**src/rtl/axil_uart_pkg.sv**
```systemverilog
// Shared types and constants for the AXI-Lite UART scheduler.
package axil_uart_pkg;

  localparam int unsigned BYTE_W = 8;

  // Scheduler FSM states
  typedef enum logic [2:0] {
    IDLE,
    POLL_AR,
    POLL_R,
    DECIDE,
    WR_AW_W,
    WR_B,
    RD_AR,
    RD_R
  } state_t;

  // AXI response codes
  localparam logic [1:0] RESP_OKAY = 2'b00;

  // UART status register bit positions
  localparam int unsigned STAT_RX_AVAIL_BIT = 0;
  localparam int unsigned STAT_TX_FULL_BIT  = 1;

  // Default UART register map
  localparam logic [15:0] DEF_RX_ADDR   = 16'h0000;
  localparam logic [15:0] DEF_TX_ADDR   = 16'h0004;
  localparam logic [15:0] DEF_STAT_ADDR = 16'h0008;

endpackage

```
**src/rtl/axil_uart_scheduler_hold.sv**
```systemverilog
// One-entry valid/ready byte holding register.
// Ports:
//   clock, reset                     clock and synchronous active-high reset
//   in_data/in_valid/in_ready        load side; in_ready is high while empty
//   out_data/out_valid/out_ready     drain side; out_valid is high while full
module axil_byte_hold
  import axil_uart_pkg::*;
(
  input  logic              clock,
  input  logic              reset,
  input  logic [BYTE_W-1:0] in_data,
  input  logic              in_valid,
  output logic              in_ready,
  output logic [BYTE_W-1:0] out_data,
  output logic              out_valid,
  input  logic              out_ready
);

  logic              full_q;
  logic [BYTE_W-1:0] data_q;

  // Load only while empty, drain only while full, so the two never collide
  always_ff @(posedge clock) begin
    if (reset) begin
      full_q <= 1'b0;
      data_q <= '0;
    end else if (in_valid && !full_q) begin
      full_q <= 1'b1;
      data_q <= in_data;
    end else if (full_q && out_ready) begin
      full_q <= 1'b0;
    end
  end

  assign in_ready  = !full_q;
  assign out_valid = full_q;
  assign out_data  = data_q;

endmodule

```
**src/rtl/axil_uart_scheduler.sv**
```systemverilog
// AXI-Lite master that polls a UART status register and shares the port
// round-robin between TX data writes and RX data reads.
// Ports:
//   clock, reset           clock and synchronous active-high reset
//   enable                 0 = finish the current transaction, then park in IDLE
//   tx_data/valid/ready    TX byte stream in (tx_ready = TX holding register empty)
//   rx_data/valid/ready    RX byte stream out (rx_valid = RX holding register full)
//   m_axi_*                AXI-Lite master (AW, W, B, AR, R channels)
//   err_flag               sticky error-response flag
//   err_count              saturating count of error responses
module axil_uart_scheduler
  import axil_uart_pkg::*;
#(
  parameter int unsigned                P_ADDR_WIDTH = 16,
  parameter int unsigned                P_DATA_WIDTH = 32,
  parameter logic [P_ADDR_WIDTH-1:0]    P_RX_ADDR    = P_ADDR_WIDTH'(DEF_RX_ADDR),
  parameter logic [P_ADDR_WIDTH-1:0]    P_TX_ADDR    = P_ADDR_WIDTH'(DEF_TX_ADDR),
  parameter logic [P_ADDR_WIDTH-1:0]    P_STAT_ADDR  = P_ADDR_WIDTH'(DEF_STAT_ADDR),
  parameter int unsigned                P_POLL_GAP   = 16
) (
  input  logic                    clock,
  input  logic                    reset,
  input  logic                    enable,
  input  logic [BYTE_W-1:0]       tx_data,
  input  logic                    tx_valid,
  output logic                    tx_ready,
  output logic [BYTE_W-1:0]       rx_data,
  output logic                    rx_valid,
  input  logic                    rx_ready,
  output logic [P_ADDR_WIDTH-1:0] m_axi_awaddr,
  output logic                    m_axi_awvalid,
  input  logic                    m_axi_awready,
  output logic [P_DATA_WIDTH-1:0] m_axi_wdata,
  output logic                    m_axi_wvalid,
  input  logic                    m_axi_wready,
  input  logic [1:0]              m_axi_bresp,
  input  logic                    m_axi_bvalid,
  output logic                    m_axi_bready,
  output logic [P_ADDR_WIDTH-1:0] m_axi_araddr,
  output logic                    m_axi_arvalid,
  input  logic                    m_axi_arready,
  input  logic [P_DATA_WIDTH-1:0] m_axi_rdata,
  input  logic [1:0]              m_axi_rresp,
  input  logic                    m_axi_rvalid,
  output logic                    m_axi_rready,
  output logic                    err_flag,
  output logic [7:0]              err_count
);

  localparam int unsigned      GAP_W      = $clog2(P_POLL_GAP + 1);
  localparam logic [GAP_W-1:0] GAP_RELOAD = GAP_W'(P_POLL_GAP - 1);

  state_t            state_q, state_d;
  logic [GAP_W-1:0]  gap_q, gap_d;
  logic              rr_last_rx_q, rr_last_rx_d;
  logic              stat_rx_avail_q, stat_tx_full_q;

  logic [P_ADDR_WIDTH-1:0] awaddr_d, araddr_d;
  logic [P_DATA_WIDTH-1:0] wdata_d;
  logic                    awvalid_d, wvalid_d, bready_d, arvalid_d, rready_d;

  logic              tx_pending_c, rx_space_c;
  logic [BYTE_W-1:0] tx_byte_c;
  logic              ar_hs_c, r_hs_c, b_hs_c, aw_done_c, w_done_c;
  logic              rresp_ok_c, tx_ok_c, rx_ok_c, enter_wr_c, err_c;
  logic              unused_rdata_hi;

  assign ar_hs_c    = m_axi_arvalid && m_axi_arready;
  assign r_hs_c     = m_axi_rvalid && m_axi_rready;
  assign b_hs_c     = m_axi_bvalid && m_axi_bready;
  assign aw_done_c  = !m_axi_awvalid || m_axi_awready;
  assign w_done_c   = !m_axi_wvalid || m_axi_wready;
  assign rresp_ok_c = (m_axi_rresp == RESP_OKAY);
  assign tx_ok_c    = tx_pending_c && !stat_tx_full_q;
  assign rx_ok_c    = stat_rx_avail_q && rx_space_c;
  assign err_c      = (r_hs_c && !rresp_ok_c) || (b_hs_c && (m_axi_bresp != RESP_OKAY));
  assign unused_rdata_hi = ^m_axi_rdata[P_DATA_WIDTH-1:BYTE_W];

  // TX holding register: drained by the B handshake whatever the response
  axil_byte_hold u_tx_hold (
    .clock     (clock),
    .reset     (reset),
    .in_data   (tx_data),
    .in_valid  (tx_valid),
    .in_ready  (tx_ready),
    .out_data  (tx_byte_c),
    .out_valid (tx_pending_c),
    .out_ready ((state_q == WR_B) && b_hs_c)
  );

  // RX holding register: loaded by an OKAY read of the RX data register
  axil_byte_hold u_rx_hold (
    .clock     (clock),
    .reset     (reset),
    .in_data   (m_axi_rdata[BYTE_W-1:0]),
    .in_valid  ((state_q == RD_R) && r_hs_c && rresp_ok_c),
    .in_ready  (rx_space_c),
    .out_data  (rx_data),
    .out_valid (rx_valid),
    .out_ready (rx_ready)
  );

  // State, poll gap and round-robin registers
  always_ff @(posedge clock) begin
    if (reset) begin
      state_q      <= IDLE;
      gap_q        <= '0;
      rr_last_rx_q <= 1'b1;
    end else begin
      state_q      <= state_d;
      gap_q        <= gap_d;
      rr_last_rx_q <= rr_last_rx_d;
    end
  end

  // Next-state logic
  always_comb begin
    state_d      = state_q;
    gap_d        = gap_q;
    rr_last_rx_d = rr_last_rx_q;
    unique case (state_q)
      IDLE: begin
        if (gap_q != '0) begin
          gap_d = gap_q - 1'b1;
        end else if (enable && (tx_pending_c || rx_space_c)) begin
          state_d = POLL_AR;
        end
      end
      POLL_AR: if (ar_hs_c) state_d = POLL_R;
      POLL_R:  if (r_hs_c)  state_d = DECIDE;
      DECIDE: begin
        if (tx_ok_c && rx_ok_c) begin
          // Tie: serve the side not served last time
          state_d      = rr_last_rx_q ? WR_AW_W : RD_AR;
          rr_last_rx_d = !rr_last_rx_q;
        end else if (tx_ok_c) begin
          state_d = WR_AW_W;
        end else if (rx_ok_c) begin
          state_d = RD_AR;
        end else begin
          state_d = IDLE;
          gap_d   = GAP_RELOAD;
        end
      end
      WR_AW_W: if (aw_done_c && w_done_c) state_d = WR_B;
      WR_B:    if (b_hs_c) state_d = enable ? POLL_AR : IDLE;
      RD_AR:   if (ar_hs_c) state_d = RD_R;
      RD_R:    if (r_hs_c)  state_d = enable ? POLL_AR : IDLE;
      default: state_d = IDLE;
    endcase
  end

  assign enter_wr_c = (state_q == DECIDE) && (state_d == WR_AW_W);

  // AXI output next values, derived from the next state so outputs are registered
  always_comb begin
    awaddr_d  = m_axi_awaddr;
    wdata_d   = m_axi_wdata;
    araddr_d  = m_axi_araddr;
    awvalid_d = 1'b0;
    wvalid_d  = 1'b0;
    if (enter_wr_c) begin
      awvalid_d = 1'b1;
      wvalid_d  = 1'b1;
      awaddr_d  = P_TX_ADDR;
      wdata_d   = P_DATA_WIDTH'(tx_byte_c);
    end else if (state_q == WR_AW_W) begin
      // AW and W retire independently
      awvalid_d = m_axi_awvalid && !m_axi_awready;
      wvalid_d  = m_axi_wvalid && !m_axi_wready;
    end
    if ((state_d == POLL_AR) && (state_q != POLL_AR)) araddr_d = P_STAT_ADDR;
    if ((state_d == RD_AR) && (state_q != RD_AR))     araddr_d = P_RX_ADDR;
    arvalid_d = (state_d == POLL_AR) || (state_d == RD_AR);
    rready_d  = (state_d == POLL_R) || (state_d == RD_R);
    bready_d  = (state_d == WR_B);
  end

  // AXI output registers
  always_ff @(posedge clock) begin
    if (reset) begin
      m_axi_awaddr  <= '0;
      m_axi_awvalid <= 1'b0;
      m_axi_wdata   <= '0;
      m_axi_wvalid  <= 1'b0;
      m_axi_bready  <= 1'b0;
      m_axi_araddr  <= '0;
      m_axi_arvalid <= 1'b0;
      m_axi_rready  <= 1'b0;
    end else begin
      m_axi_awaddr  <= awaddr_d;
      m_axi_awvalid <= awvalid_d;
      m_axi_wdata   <= wdata_d;
      m_axi_wvalid  <= wvalid_d;
      m_axi_bready  <= bready_d;
      m_axi_araddr  <= araddr_d;
      m_axi_arvalid <= arvalid_d;
      m_axi_rready  <= rready_d;
    end
  end

  // Status capture; an errored poll reads as no work either way
  always_ff @(posedge clock) begin
    if (reset) begin
      stat_rx_avail_q <= 1'b0;
      stat_tx_full_q  <= 1'b0;
    end else if ((state_q == POLL_R) && r_hs_c) begin
      stat_rx_avail_q <= rresp_ok_c && m_axi_rdata[STAT_RX_AVAIL_BIT];
      stat_tx_full_q  <= rresp_ok_c && m_axi_rdata[STAT_TX_FULL_BIT];
    end
  end

  // Sticky error flag and saturating error counter
  always_ff @(posedge clock) begin
    if (reset) begin
      err_flag  <= 1'b0;
      err_count <= '0;
    end else if (err_c) begin
      err_flag <= 1'b1;
      if (err_count != 8'hFF) err_count <= err_count + 8'd1;
    end
  end

endmodule

```
**config.mk**
```make
export PLATFORM = sky130hd
export DESIGN_NAME = axil_uart_scheduler
export DESIGN_NICKNAME = d
export VERILOG_FILES = /design/src/rtl/axil_uart_pkg.sv /design/src/rtl/axil_uart_scheduler_hold.sv /design/src/rtl/axil_uart_scheduler.sv
export SDC_FILE = /design/constraint.sdc
export NUM_CORES = 1
export LEC_CHECK = 0
export CAP_MARGIN = 20
export CORE_MARGIN = 3
export CORE_UTILIZATION = 33
export DETAILED_ROUTE_END_ITERATION = 8
export GPL_ROUTABILITY_DRIVEN = 0
export GPL_TIMING_DRIVEN = 1
export MAX_ROUTING_LAYER = met4
export PLACE_DENSITY = 0.77
export SETUP_SLACK_MARGIN = 0.2
export SYNTH_ARGS = -nofsm -noshare
export SYNTH_HDL_FRONTEND = slang
export SYNTH_HIERARCHICAL = 1
export SYNTH_SLANG_ARGS = --single-unit
```
**constraint.sdc**
```tcl
create_clock -name clock -period 5.25 [get_ports clock]
set_input_delay 1.575 -clock clock [delete_from_list [all_inputs] [get_ports clock]]
set_output_delay 1.575 -clock clock [all_outputs]
set_load 0.005 [all_outputs]
```
# == Word-level counts from Yosys, hierarchy flattened ==
# Cells that the tools add are included.
# op_classes
addsub,2
eq_ne,20
n_mux,27
n_reduce_logical,51
# ops
operator,n
3-bit two-way mux,11
1-bit logical AND,25
3-bit == test (second input constant),8
3-bit case mux with 8 select lines,1
5-bit two-way mux,4
5-bit case mux with 2 select lines,1
3-bit by 2-bit == test with 1-bit output (second input constant),3
1-bit zero test,9
1-bit two-way mux,9
8-bit by 1-bit adder with 8-bit output (second input constant),1
2-bit != test (second input constant),4
8-bit != test (second input constant),1
2-bit nonzero test,4
3-bit by 1-bit == test with 1-bit output (second input constant),2
1-bit logical OR,6
5-bit AND reduction,1
5-bit nonzero test,1
5-bit by 1-bit subtractor with 5-bit output (second input constant),1
2-bit AND reduction,2
3-bit zero test,1
3-bit by 1-bit != test with 1-bit output (second input constant),1
3-bit != test (second input constant),1
2-bit zero test,1
2-bit two-way mux,1
2-bit OR reduction,1
# word_totals
ff_bits,53
inputBits,54
out_inout_bits,88
wordCells,119

# == Longest topological paths before layout ==
# depth
word_depth,9
depth_mapped,8
ltp_nobuf,7

# == Cells and area by module ==
# Netlist, hierarchy kept.
# modules_own_cells
module,n_inst,cells_each,area_per_inst_um2,seq_area_each_um2
axil_uart_scheduler,1,244,2074.5,700.7
axil_byte_hold,2,39,430.4,180.2

# == Worst setup path before layout ==
# OpenSTA, ideal clock, no wires.
# synth_path
kind,input to register
startpoint,input port m_axi_rvalid
endpoint,"register u_rx_hold.data_q[0], in the netlist u_rx_hold/out_data[0]"
setup_ps,117
arrival_time_ps,2879
required_ps,5133
path_slack_ps,2253
stages,4
n_path_buf,0
cell_sequence,nand3_1 > nor4_1 > and2b_4 > o21ai_2
# synth_via
elab_chain_cells,4
# synth_rtl
element,line_no,text
from (decl),axil_uart_scheduler.sv:44,"input logic m_axi_rvalid,"
1-bit logical AND,axil_uart_scheduler.sv:69,assign r_hs_c = m_axi_rvalid && m_axi_rready;
1-bit logical AND (2 in series),axil_uart_scheduler.sv:96,".in_valid ((state_q == RD_R) && r_hs_c && rresp_ok_c),"
1-bit logical AND,axil_uart_scheduler_hold.sv:27,end else if (in_valid && !full_q) begin
to (signal assigned),axil_uart_scheduler_hold.sv:29,data_q <= in_data;
to (decl),axil_uart_scheduler_hold.sv:20,logic [BYTE_W-1:0] data_q;
# Every way passes these cells.
# A chain may end at the register's enable or synchronous reset.

# == Worst setup path in the final report ==
# layout_path
startpoint,input port m_axi_rvalid
endpoint,register m_axi_arvalid
# layout_via
elab_chain_cells,5
# layout_rtl
element,line_no,text
1-bit logical AND *,axil_uart_scheduler.sv:69,
3-bit two-way mux (on tied branches),"axil_uart_scheduler.sv:148, axil_uart_scheduler.sv:130",
3-bit case mux with 8 select lines *,axil_uart_scheduler.sv:121,unique case (state_q)
3-bit by 1-bit == test with 1-bit output or 3-bit == test (tied branches),axil_uart_scheduler.sv:174,arvalid_d = (state_d == POLL_AR) || (state_d == RD_AR);
1-bit logical OR *,axil_uart_scheduler.sv:174,
to (signal assigned),axil_uart_scheduler.sv:197,m_axi_arvalid <= arvalid_d;
to (decl),axil_uart_scheduler.sv:40,"output logic m_axi_arvalid,"
# Mark *: on every way between the ends. The rest lies on a longest branch, timed or not.

==> metrics.txt <==
Final Setup Violations=0; Net Sw Frac=0.304; status=completed; Final Skew=0.00681 ns; Hold Buf Count CTS=0; Setup TNS=0 ns; crit path time final=3.30 ns; Cell Chain, Critical Path=clkdlybuf4s50_1 -> a21boi_1 -> o21a_1 -> a311oi_1 -> nor3_1 -> mux2_1; Die Y=100 µm; Iter 0 DRT Violations=197; grt ovf=0; Post-Route WL=6.33 mm; clock buffer depth=2; Power Total=0.963 mW; top_reg_cell synth=dfxtp_1; Port Buf Inserts=63; die width=100 µm; WP data arrival=3.49 ns; share of the synthesized area in the top cell type=0.361; Leak=1.37 nW; clock latency on the worst-skew pair=0.30 ns; Post-synth ARST share=0; Total Nets Final=437; H-tree levels=2; Slew Limit Fails=0; RSZ-0062 raised after global routing=false; Post-route DRC=0; fmax=303 MHz; share of layout cells above drive strength 1=0.0945; DRT antenna net count=0; Vias=2279; PD cells=274 nW/µm²; worst path required time=5.44 ns; initial core utilization=0.348; EDFF count, synth=0; Seq/Total Area, Yosys=0.361; Switch Pwr=0.293 mW; Final Hold Viols=0; clk slew on worst S/H paths=0.09 ns; P_int=0.670 mW; syn avg cell area=9.12 µm²; clock sinks=53; fin crit share=0.628; Core Area=8420 µm²; worst-path fanout max=6; worst-margin pin slew=0.753 ns; VDD IR-drop max=0.121 mV; Cell Area, Synth=2940 µm²; first-pass GRT wire length=10.1 mm; pin count of the biggest net entering global routing=58; CTS buffer count=5; wire per inst=13.0 µm; slowest CP cell=a311oi_1; Avg Vias per Cell=4.69; Yosys warning count=6; # IOs=142; Fillers=864; combinational share of power=0.249; clock share of power=0.260; TritonCTS clock tree=yes; Rel. slew slack=0.494; Worst setup EP type=flop; initial antenna violation count=0; vias in the first global route=2182; post-CTS setup buffer count=0; # rows=33; Hold Path Class=reg -> reg; max-cap viol count=0; ranking of synthesized cells by area=dfxtp_1, buf_4, nand4bb_1; slowest stage delay, CP=0.60 ns; flops & latches, synth=53; Seq pwr share=0.491; HPWL Detailed=4.73 mm; clock tree root driver cell=clkbuf_8; synth-to-layout area growth=19.6%; Detailed Routing Iterations Pass 1=4; cell taking the most area after synthesis=dfxtp_1; CP Launch Type=input port; Inserted Diodes=0; GR Util All Layers=0.125; Yosys cell types=48; Setup CP Type=in -> reg; Gate Count Post-Synth=322; full die area=10100 µm²; Post-CTS Resized=0
## power by group through the flow
stage	Clock, mW	Sequential, mW	Combinational (mW)
floorplan	0	0.467	0.206
global placement	0	0.480	0.228
detailed placement	0	0.481	0.238
CTS	0.259	0.472	0.239
global route	0.274	0.479	0.270
finish	0.250	0.473	0.240
## logic make-up after synthesis
logic type               count (synthesis)  share of synthesized area
buffers and inverters                   77                      0.182
XOR/XNOR                                 8                     0.0239
other                                    1                    0.00128
flip-flops                              53                      0.361
AO/OA/AOI/OAI                           56                      0.140
multiplexers                            11                     0.0384
adder cells (fa/ha/maj)                  3                     0.0128
AND/OR/NAND/NOR                        113                      0.240
## cell usage in the layout (no fill, tap or decap), drive strengths merged, types with 7 or more instances in the layout
cell            n
nand2b         21
mux2i           9
dfxtp          53
nor2           27
a21oi          12
nand4bb        16
inv            10
nand2          14
clkbuf          7
o21ai          20
conb           54
clkdlybuf4s50  62
## worst max-delay path, delay by kind of cell
kind | cells | cell delay, ns
AOI/OAI and AO/OA | 3 | 0.89
buffers and inverters | 1 | 0.55
muxes | 1 | 0.33
and+or+nand+nor | 1 | 0.15
## stage by stage
step           hold WS, ns  setup WS [ns]  cell area (µm²)  std cells  utilization
2_1_floorplan        0.432           2.25             3130        375            -
3_3_place_gp         0.441           1.72             3410        478        0.405
3_5_place_dp         0.452           1.66             3410        478        0.405
4_1_cts              0.466           1.98             3510        486        0.417
5_1_grt              0.495           1.86             3510        486        0.417
6_report             0.457           1.95             3510        486        0.417
## synthesized netlist by cell type, types with 3 or more instances
master	n
nor2_1	27
nand4bb_1	16
buf_6	5
dfxtp_1	53
nand2b_1	21
nand3_1	5
mux2i_1	9
ha_1	3
a211oi_1	4
clkbuf_1	6
nand2_1	14
o21ai_2	16
a311oi_1	5
xor2_1	6
a21oi_1	10
inv_1	9
a31oi_1	4
nand4_1	6
nor3_1	6
and3_1	5
buf_4	55
## area by class of cell
type	instances	area, µm²	share of cell area
well taps	105	131	0.0374
inverters	10	37.5	0.0107
flip-flops and latches	53	1060	0.302
repair buffers	65	641	0.182
clock buffers	7	96.3	0.0274
multi-input cells	245	1540	0.438
clock inverters	1	5.00	0.00143
## worst paths after layout
path	to	slack [ns]	cells after the start	from
setup / recovery	m_axi_arvalid	1.95	6	m_axi_rvalid
hold reg to reg	m_axi_awaddr[2]	0.46	2	m_axi_awaddr[2]
hold / removal	m_axi_awaddr[2]	0.46	2	m_axi_awaddr[2]
setup reg to reg	m_axi_arvalid	3.04	7	gap_q[0]
## metal layers
layer,vias up,GRT usage,share of wire
met3,13,0.0264,0.070
met1,1034,0.149,0.44
met5,-,-,0
met4,0,0.0549,0.023
met2,100,0.202,0.47
li1,1132,-,-
## sequential cells by signal, summed over array words and instances, names as in the netlist, 3 cells and up
signal              flops
u_rx_hold/out_data      8
gap_q                   5
state_q                 3
u_tx_hold/out_data      8
m_axi_wdata             8
err_count               8
(Power assumes the default switching activity.)
